### src/rtl/div_iter_ctrl.sv
// Iterative restoring divider with its sequencer for the execute stage.
// Handles signed and unsigned divide. It accepts one operation at a time and
// stalls the requester while it runs. Quotient and remainder go to LO and HI.
//
// state  | meaning
// -------+-----------------------------------------------------------------
// IDLE   | waiting for start; operands are latched on accept
// BUSY   | one restoring shift/subtract step per cycle, ITER steps in total
// DONE   | results registered; ready pulses for this single cycle
//
// ITER must equal WIDTH: each step retires exactly one quotient bit.
module div_iter_ctrl #(
  parameter int WIDTH = 32,
  parameter int ITER  = 32
) (
  input  logic             clk,
  input  logic             resetn,
  input  logic             start,
  input  logic             is_signed,
  input  logic [WIDTH-1:0] dividend,
  input  logic [WIDTH-1:0] divisor,
  input  logic             flush,
  output logic             busy,
  output logic             ready,
  output logic [WIDTH-1:0] quotient,
  output logic [WIDTH-1:0] remainder,
  output logic             stall
);

  localparam int CW = $clog2(ITER);
  localparam logic [CW-1:0] LAST = CW'(ITER - 1);

  typedef enum logic [1:0] {
    S_IDLE = 2'd0,
    S_BUSY = 2'd1,
    S_DONE = 2'd2
  } state_t;

  state_t           state_q, state_d;
  logic [CW-1:0]    cnt_q, cnt_d;
  logic [WIDTH-1:0] prem_q, prem_d;     // partial remainder
  logic [WIDTH-1:0] dvd_q, dvd_d;       // dividend bits shifting out, quotient bits shifting in
  logic [WIDTH-1:0] dvs_q, dvs_d;       // divisor magnitude
  logic             neg_quot_q, neg_quot_d;
  logic             neg_rem_q, neg_rem_d;
  logic [WIDTH-1:0] quot_q, quot_d;
  logic [WIDTH-1:0] rem_q, rem_d;

  logic [WIDTH-1:0] dvd_mag, dvs_mag;
  logic [WIDTH:0]   shifted, diff;
  logic             q_bit;
  logic [WIDTH-1:0] step_rem, step_quo;

  // Operand magnitudes, and one restoring step on a WIDTH+1-bit difference
  always_comb begin
    dvd_mag  = (is_signed && dividend[WIDTH-1]) ? -dividend : dividend;
    dvs_mag  = (is_signed && divisor[WIDTH-1])  ? -divisor  : divisor;
    shifted  = {prem_q, dvd_q[WIDTH-1]};
    diff     = shifted - {1'b0, dvs_q};
    q_bit    = ~diff[WIDTH];
    step_rem = q_bit ? diff[WIDTH-1:0] : shifted[WIDTH-1:0];
    step_quo = {dvd_q[WIDTH-2:0], q_bit};
  end

  // Next-state, datapath updates and result write on entry to DONE
  always_comb begin
    state_d    = state_q;
    cnt_d      = cnt_q;
    prem_d     = prem_q;
    dvd_d      = dvd_q;
    dvs_d      = dvs_q;
    neg_quot_d = neg_quot_q;
    neg_rem_d  = neg_rem_q;
    quot_d     = quot_q;
    rem_d      = rem_q;
    case (state_q)
      S_IDLE: begin
        if (start && !flush) begin
          prem_d     = '0;
          dvd_d      = dvd_mag;
          dvs_d      = dvs_mag;
          neg_quot_d = is_signed & (dividend[WIDTH-1] ^ divisor[WIDTH-1]);
          neg_rem_d  = is_signed & dividend[WIDTH-1];
          cnt_d      = '0;
          if (divisor == '0) begin
            // Divide-by-zero skips the iterations; the remainder is the raw dividend
            quot_d  = '1;
            rem_d   = dividend;
            state_d = S_DONE;
          end else begin
            state_d = S_BUSY;
          end
        end
      end
      S_BUSY: begin
        if (flush) begin
          state_d = S_IDLE;
        end else begin
          prem_d = step_rem;
          dvd_d  = step_quo;
          cnt_d  = cnt_q + 1'b1;
          if (cnt_q == LAST) begin
            quot_d  = neg_quot_q ? -step_quo : step_quo;
            rem_d   = neg_rem_q  ? -step_rem : step_rem;
            state_d = S_DONE;
          end
        end
      end
      S_DONE: begin
        // A start held in this cycle belongs to the next instruction and is taken in IDLE
        state_d = S_IDLE;
      end
      default: state_d = S_IDLE;
    endcase
  end

  // State and datapath registers
  always_ff @(posedge clk or negedge resetn) begin
    if (!resetn) begin
      state_q    <= S_IDLE;
      cnt_q      <= '0;
      prem_q     <= '0;
      dvd_q      <= '0;
      dvs_q      <= '0;
      neg_quot_q <= 1'b0;
      neg_rem_q  <= 1'b0;
      quot_q     <= '0;
      rem_q      <= '0;
    end else begin
      state_q    <= state_d;
      cnt_q      <= cnt_d;
      prem_q     <= prem_d;
      dvd_q      <= dvd_d;
      dvs_q      <= dvs_d;
      neg_quot_q <= neg_quot_d;
      neg_rem_q  <= neg_rem_d;
      quot_q     <= quot_d;
      rem_q      <= rem_d;
    end
  end

  // Status and result outputs
  always_comb begin
    busy      = (state_q == S_BUSY);
    ready     = (state_q == S_DONE);
    stall     = start & ~ready;
    quotient  = quot_q;
    remainder = rem_q;
  end

endmodule

### config.mk
export PLATFORM = sky130hd
export DESIGN_NAME = div_iter_ctrl
export DESIGN_NICKNAME = d
export VERILOG_FILES = /design/src/rtl/div_iter_ctrl.sv
export SDC_FILE = /design/constraint.sdc
export NUM_CORES = 1
export LEC_CHECK = 0
export CAP_MARGIN = 20
export CORE_ASPECT_RATIO = 1.4
export CORE_UTILIZATION = 45
export DETAILED_ROUTE_END_ITERATION = 12
export HOLD_SLACK_MARGIN = 0.12
export PLACE_DENSITY = 0.68
export SLEW_MARGIN = 15
export SYNTH_ARGS = -nofsm -noshare
export SYNTH_HDL_FRONTEND = slang
export SYNTH_SLANG_ARGS = --single-unit
### constraint.sdc
create_clock -name clk -period 4.8 [get_ports clk]
set_input_delay 0.96 -clock clk [delete_from_list [all_inputs] [get_ports clk]]
set_output_delay 0.96 -clock clk [all_outputs]
set_load 0.005 [all_outputs]
Word level (Yosys, flattened, before mapping):

Index checks and enable logic that the tools add are counted.
Widths: inputs -> output; s select.

* flip-flop bits (word level): 169
* input port bits: 69
* word-level logic and storage cells: 69
* output and inout port bits: 67

* add/subtract/negate cells: 6
* reduce and logical (&&, ||, !) cells: 11
* bitwise logic cells: 6
* muxes and demuxes: 29
* eq/ne operators: 8

Operators by type and width (number)
* $mux 32: 17
* $pmux 32 s2: 4
* $neg 32->32: 4
* $sub 33x32->33: 1
* $logic_not 32->1: 1
* $mux 5: 2
* $pmux 5 s2: 1
* $mux 2: 4
* $ne 2x2->1 const B: 3
* $add 5x1->5 const B: 1
* $eq 5x5->1 const B: 1
* $reduce_and 5->1: 1
* $pmux 2 s2: 1
* $reduce_and 2->1: 2
* $and 1x1->1: 3
* $logic_and 1x1->1: 3
* $ne 3x2->1 const B: 1
* $reduce_and 3->1: 1
* $eq 2x1->1 const B: 1
* $eq 2x2->1 const B: 1
* $logic_not 2->1: 1
* $ne 2x1->1 const B: 1
* $not 1->1: 2
* $reduce_bool 2->1: 1
* 2 further kinds: 2

Logic depth before layout (Yosys ltp):

* depth after elaboration: 7
* mapped depth: 25
* gate-level depth less buffers: 20

Worst setup path before layout:

Ideal clock, no wire load.

* kind: reg2reg
* start point: reg dvd_q[31]
* end point: reg rem_q[30] (netlist: remainder[30])
* slack: -0.323 ns
* data required time: 4.669 ns
* library setup time: 0.131 ns
* cell stages (with the launch flop): 26
* arrival time: 4.991 ns
* clock period less this slack: 5.123 ns
* cell sequence: dfrtp_1 > inv_1 > ha_1 > inv_1 > fa_1 > a211oi_1 > o21ai_1 > o211ai_1 > a21boi_0 > o211a_1 > buf_6 > inv_2 > buf_6 > buf_12 > buf_2 > buf_2 > nor2_1 > a21oi_1 > ha_1 > inv_1 > or4b_1 > nor4_2 > o221ai_1 > o41ai_1 > xor2_1 > o21ai_0

* word-level cells in the longest chain between the ends: 7

RTL lines
* start, declared: RTL line 42 `logic [WIDTH-1:0] dvd_q, dvd_d;`
* start signal, assigned: RTL line 133 `dvd_q <= dvd_d;`
* $sub 33x32->33: RTL line 59 `diff = shifted - {1'b0, dvs_q};`
* $mux 32 (*): RTL line 61 `step_rem = q_bit ? diff[WIDTH-1:0] : shifted[WIDTH-1:0];`
* $neg 32->32: RTL line 104 `rem_d = neg_rem_q ? -step_rem : step_rem;`
* $mux 32 (*): RTL line 104
* $mux 32 (*): RTL line 102 `if (cnt_q == LAST) begin`
* $mux 32 (*): RTL line 96 `if (flush) begin`
* $pmux 32 s2 (*): RTL line 76 `case (state_q)`
* end signal, assigned: RTL line 138 `rem_q <= rem_d;`
* end, declared: RTL line 47 `logic [WIDTH-1:0] rem_q, rem_d;`

Mark *: on every way between the ends. The rest lies on a longest branch, timed or not. The select of a mux whose other input is x is not followed.
A chain may end at the register's enable or synchronous reset.

Worst setup path in the final report:

* start point: reg dvd_q[31]
* end point: reg rem_q[28] (netlist: remainder[28])

The elaborated chain is that of the path after synthesis.

==> run metrics <==
grt met3 use 3.30%; min-delay worst type flop to flop; Top FF cell, synth dfrtp_1; clock buffer depth 2; Worst path most repeated cell inv_1; fillers 2555; Post-Syn Area per Cell about 8 sq um; slew margin rel. 37.8%; kind of end point of the critical path flop; die area around 28000 sq um; Mapped Cells 1533; r2r endpoint remainder[28]; wire per inst 17.0 microns; layout cell share with drive strength beyond 1 under 10%; RSZ-0062 raised after global routing no; VDD IR max about 0.33 mV; worst slew pin tran about 930 ps; # diodes 0; met1 GRT Util between 30% and 40%; post-synth net total between 1500 and 2000; flop-to-flop setup slack between 150 and 200 ps; slowest stage cell on the critical path or4b_4; initial antenna violation count 0; clock root cell clkbuf_16; wirelength, routed between 30000 and 40000 microns; most frequent cells in the layout 203 x nand2_1, 171 x o21ai_0, 169 x dfrtp_1, 152 x nor2_1, 134 x clkdlybuf4s50_1; EDFF count, synth 0; Port Buffers between 100 and 150; Die H ~200 microns; Worst Hold Margin 477 ps; number of global-route vias before repair approximately 11000; sequential share of the synthesized area 34.4%; vias 11500; Fin. Hold Viols 0; first-pass GRT wire length between 50000 and 60000 microns; worst path required time just over 5000 ps; DIE WIDTH roughly 140 microns; CP Max Fanout 10; PwrDens 567 nW/um^2; max_cap viols 0; DRC 0; Placer Congestion about 0.94; Final Skew 12.1 ps; CP Class flop to flop; number of instances in the placed design around 2000; Final Cycle Share 96.8%; yosys warns 0; Power, Total between 8 and 9 mW; Final Max Slew Viols 0; CTS tree yes; met2 usage between 40% and 50%; Placed Area 14100 sq um; # IOs approximately 140; Final HPWL DP roughly 26000 microns; Async SR Flop Fraction between 90% and 100%; clock slew at reported path FFs roughly 70 ps; Core Rows 71; Initial DRC Count about 640; leakage power between 6 and 7 nW; Cell Chain, Critical Path inv_1, ha_2, inv_1, fa_2, a211oi_2, o21ai_2, o211ai_1, a21boi_1, o211a_2, inv_4, mux2i_2, ha_1, inv_1, or4b_4, mux2_2, o21bai_1, o41ai_2, xnor2_1, o22ai_1; Starting Density a little under half; Post-CTS Setup Repair Bufs 0; Crit path largest cell delay roughly 570 ps; worst skew pair latency 450 ps; gr busiest metal met2; status complete, no violations; drt pass-1 iters 6; critical path startpoint dvd_q[31]; Tmin final approximately 4600 ps; Distinct cells, synth a little over 90; DR vias/cell roughly 5.7; Mapped Area roughly 12000 sq um; max frequency around 0.22 GHz; pin count of the biggest net entering global routing 93; total grt overflow 0; endpoints failing setup 0; Critical Path AT 4970 ps; #FFs+latches synth 169; DRT antenna net count 0; Worst R2R Start dvd_q[31]; core area ~27000 sq um; CTS HTree Levels 4; R2R cell count 19; Critical Path End remainder[28]; commonest non-fill, non-tap cell in the layout nand2_1; Global Route Usage Sum roughly 25%; Cell Count, Final, Fillers Out 2020; Final #Nets 1751; CP startpoint kind flop; Post-Route Setup TNS 0 ps; area growth from synthesis to final layout 19.3%; TritonCTS buffer count 17; post-route cell area around 15000 sq um; clk sinks between 150 and 200
[worst max-delay path, delay by kind of cell, from the launching register on]
kind | cells | cell delay (ps)
AO/OA/AOI/OAI | 8 | 1690
adder cells (fa/ha/maj) | 3 | 760
multiplexers | 2 | 580
AND/OR/NAND/NOR | 1 | 570
flip-flops | 1 | 410
buffers and inverters | 4 | 330
XOR/XNOR | 1 | 180
[cells in the mapped netlist, types with 8 or more instances]
master / number / area, sq um
nor2_1: 153 / 574
nand3_1: 22 / 110
a22o_1: 8 / 70.1
o21a_1: 8 / 60.1
inv_1: 52 / 195
clkbuf_1: 54 / 203
nand4_1: 12 / 75.1
nor4_1: 10 / 62.6
o21ai_0: 171 / 856
a21oi_1: 133 / 666
or3_1: 31 / 194
or4_1: 9 / 67.6
dfrtp_1: 169 / 4230
and2_1: 11 / 68.8
buf_2: 17 / 85.1
xor2_1: 70 / 613
nor3_1: 37 / 185
mux2i_1: 26 / 260
ha_1: 38 / 475
o41ai_1: 11 / 96.3
xnor2_1: 59 / 517
and3_1: 16 / 100
a31oi_1: 35 / 219
o31ai_1: 19 / 143
nand2_1: 203 / 762
o211ai_1: 10 / 75.1
nand2b_1: 13 / 81.3
[through the flow]
stage | utilization (%) | setup slack, ps
3_3_place_gp | 52.5 | 184
4_1_cts | 54.6 | 54.9
5_1_grt | 54.7 | 0.503
3_5_place_dp | 52.5 | 53.1
2_1_floorplan | - | 53.9
6_report | 54.7 | 154
[metal layers]
layer,vias up,part of all wire (%)
li1,5653,-
met1,5410,44
met2,338,49
met3,71,4.0
met4,0,3.3
met5,-,0
[power breakdown]
part / internal, mW / switching, mW / total (mW)
clock network: 0.729 / 0.614 / 1.34
logic: 2.00 / 2.92 / 4.91
registers: 1.70 / 0.360 / 2.06
total: 4.43 / 3.89 / 8.32
[how the worst min path moves through the flow]
stage / from / end / cells past startpoint
6_report: dvs_q[13] / dvs_q[13] / 2
5_1_grt: dvs_q[12] / dvs_q[12] / 2
4_1_cts: cnt_q[4] / cnt_q[4] / 2
3_5_place_dp: quotient[12] / quotient[12] / 2
3_3_place_gp: cnt_q[4] / cnt_q[4] / 2
2_1_floorplan: cnt_q[4] / cnt_q[4] / 2
[flip-flops by register name, summed over array words and instances, names as in the netlist]
| name | flops |
|---|---|
| cnt_q | 5 |
| dvd_q | 32 |
| dvs_q | 32 |
| neg_quot_q | 1 |
| neg_rem_q | 1 |
| prem_q | 32 |
| quotient | 32 |
| remainder | 32 |
| state_q | 2 |
[cell type report]
cell class              count  area (sq um)  area share (%)
repair buffers            178          1710            11.7
inverters                  53           201            1.37
multi-input cells        1224          7520            51.2
flip-flops and latches    169          4230            28.8
clock inverters            13           120           0.818
well taps                 365           457            3.11
clock buffers              18           439            2.99
[what timing repair did]
item                                    CTS  global route
hold buffers                              0             0
resized for setup                         0             5
endpoints found under the hold margin     0             0
endpoints found under the setup margin    0             4
[cells by family (layout without fill, tap and decap cells)]
| logic type | after synthesis | count (layout) | synth area share, % |
|---|---|---|---|
| and+or+nand+nor | 556 | 556 | 21.4 |
| buffers and inverters | 140 | 262 | 5.29 |
| muxes | 32 | 32 | 2.66 |
| DFF | 169 | 169 | 34.4 |
| AOI/OAI and AO/OA | 468 | 468 | 23.1 |
| adders and majority gates | 39 | 39 | 4.03 |
| xor gates and xnor gates | 129 | 129 | 9.18 |
Note: power is estimated with default switching activity, not from simulation.
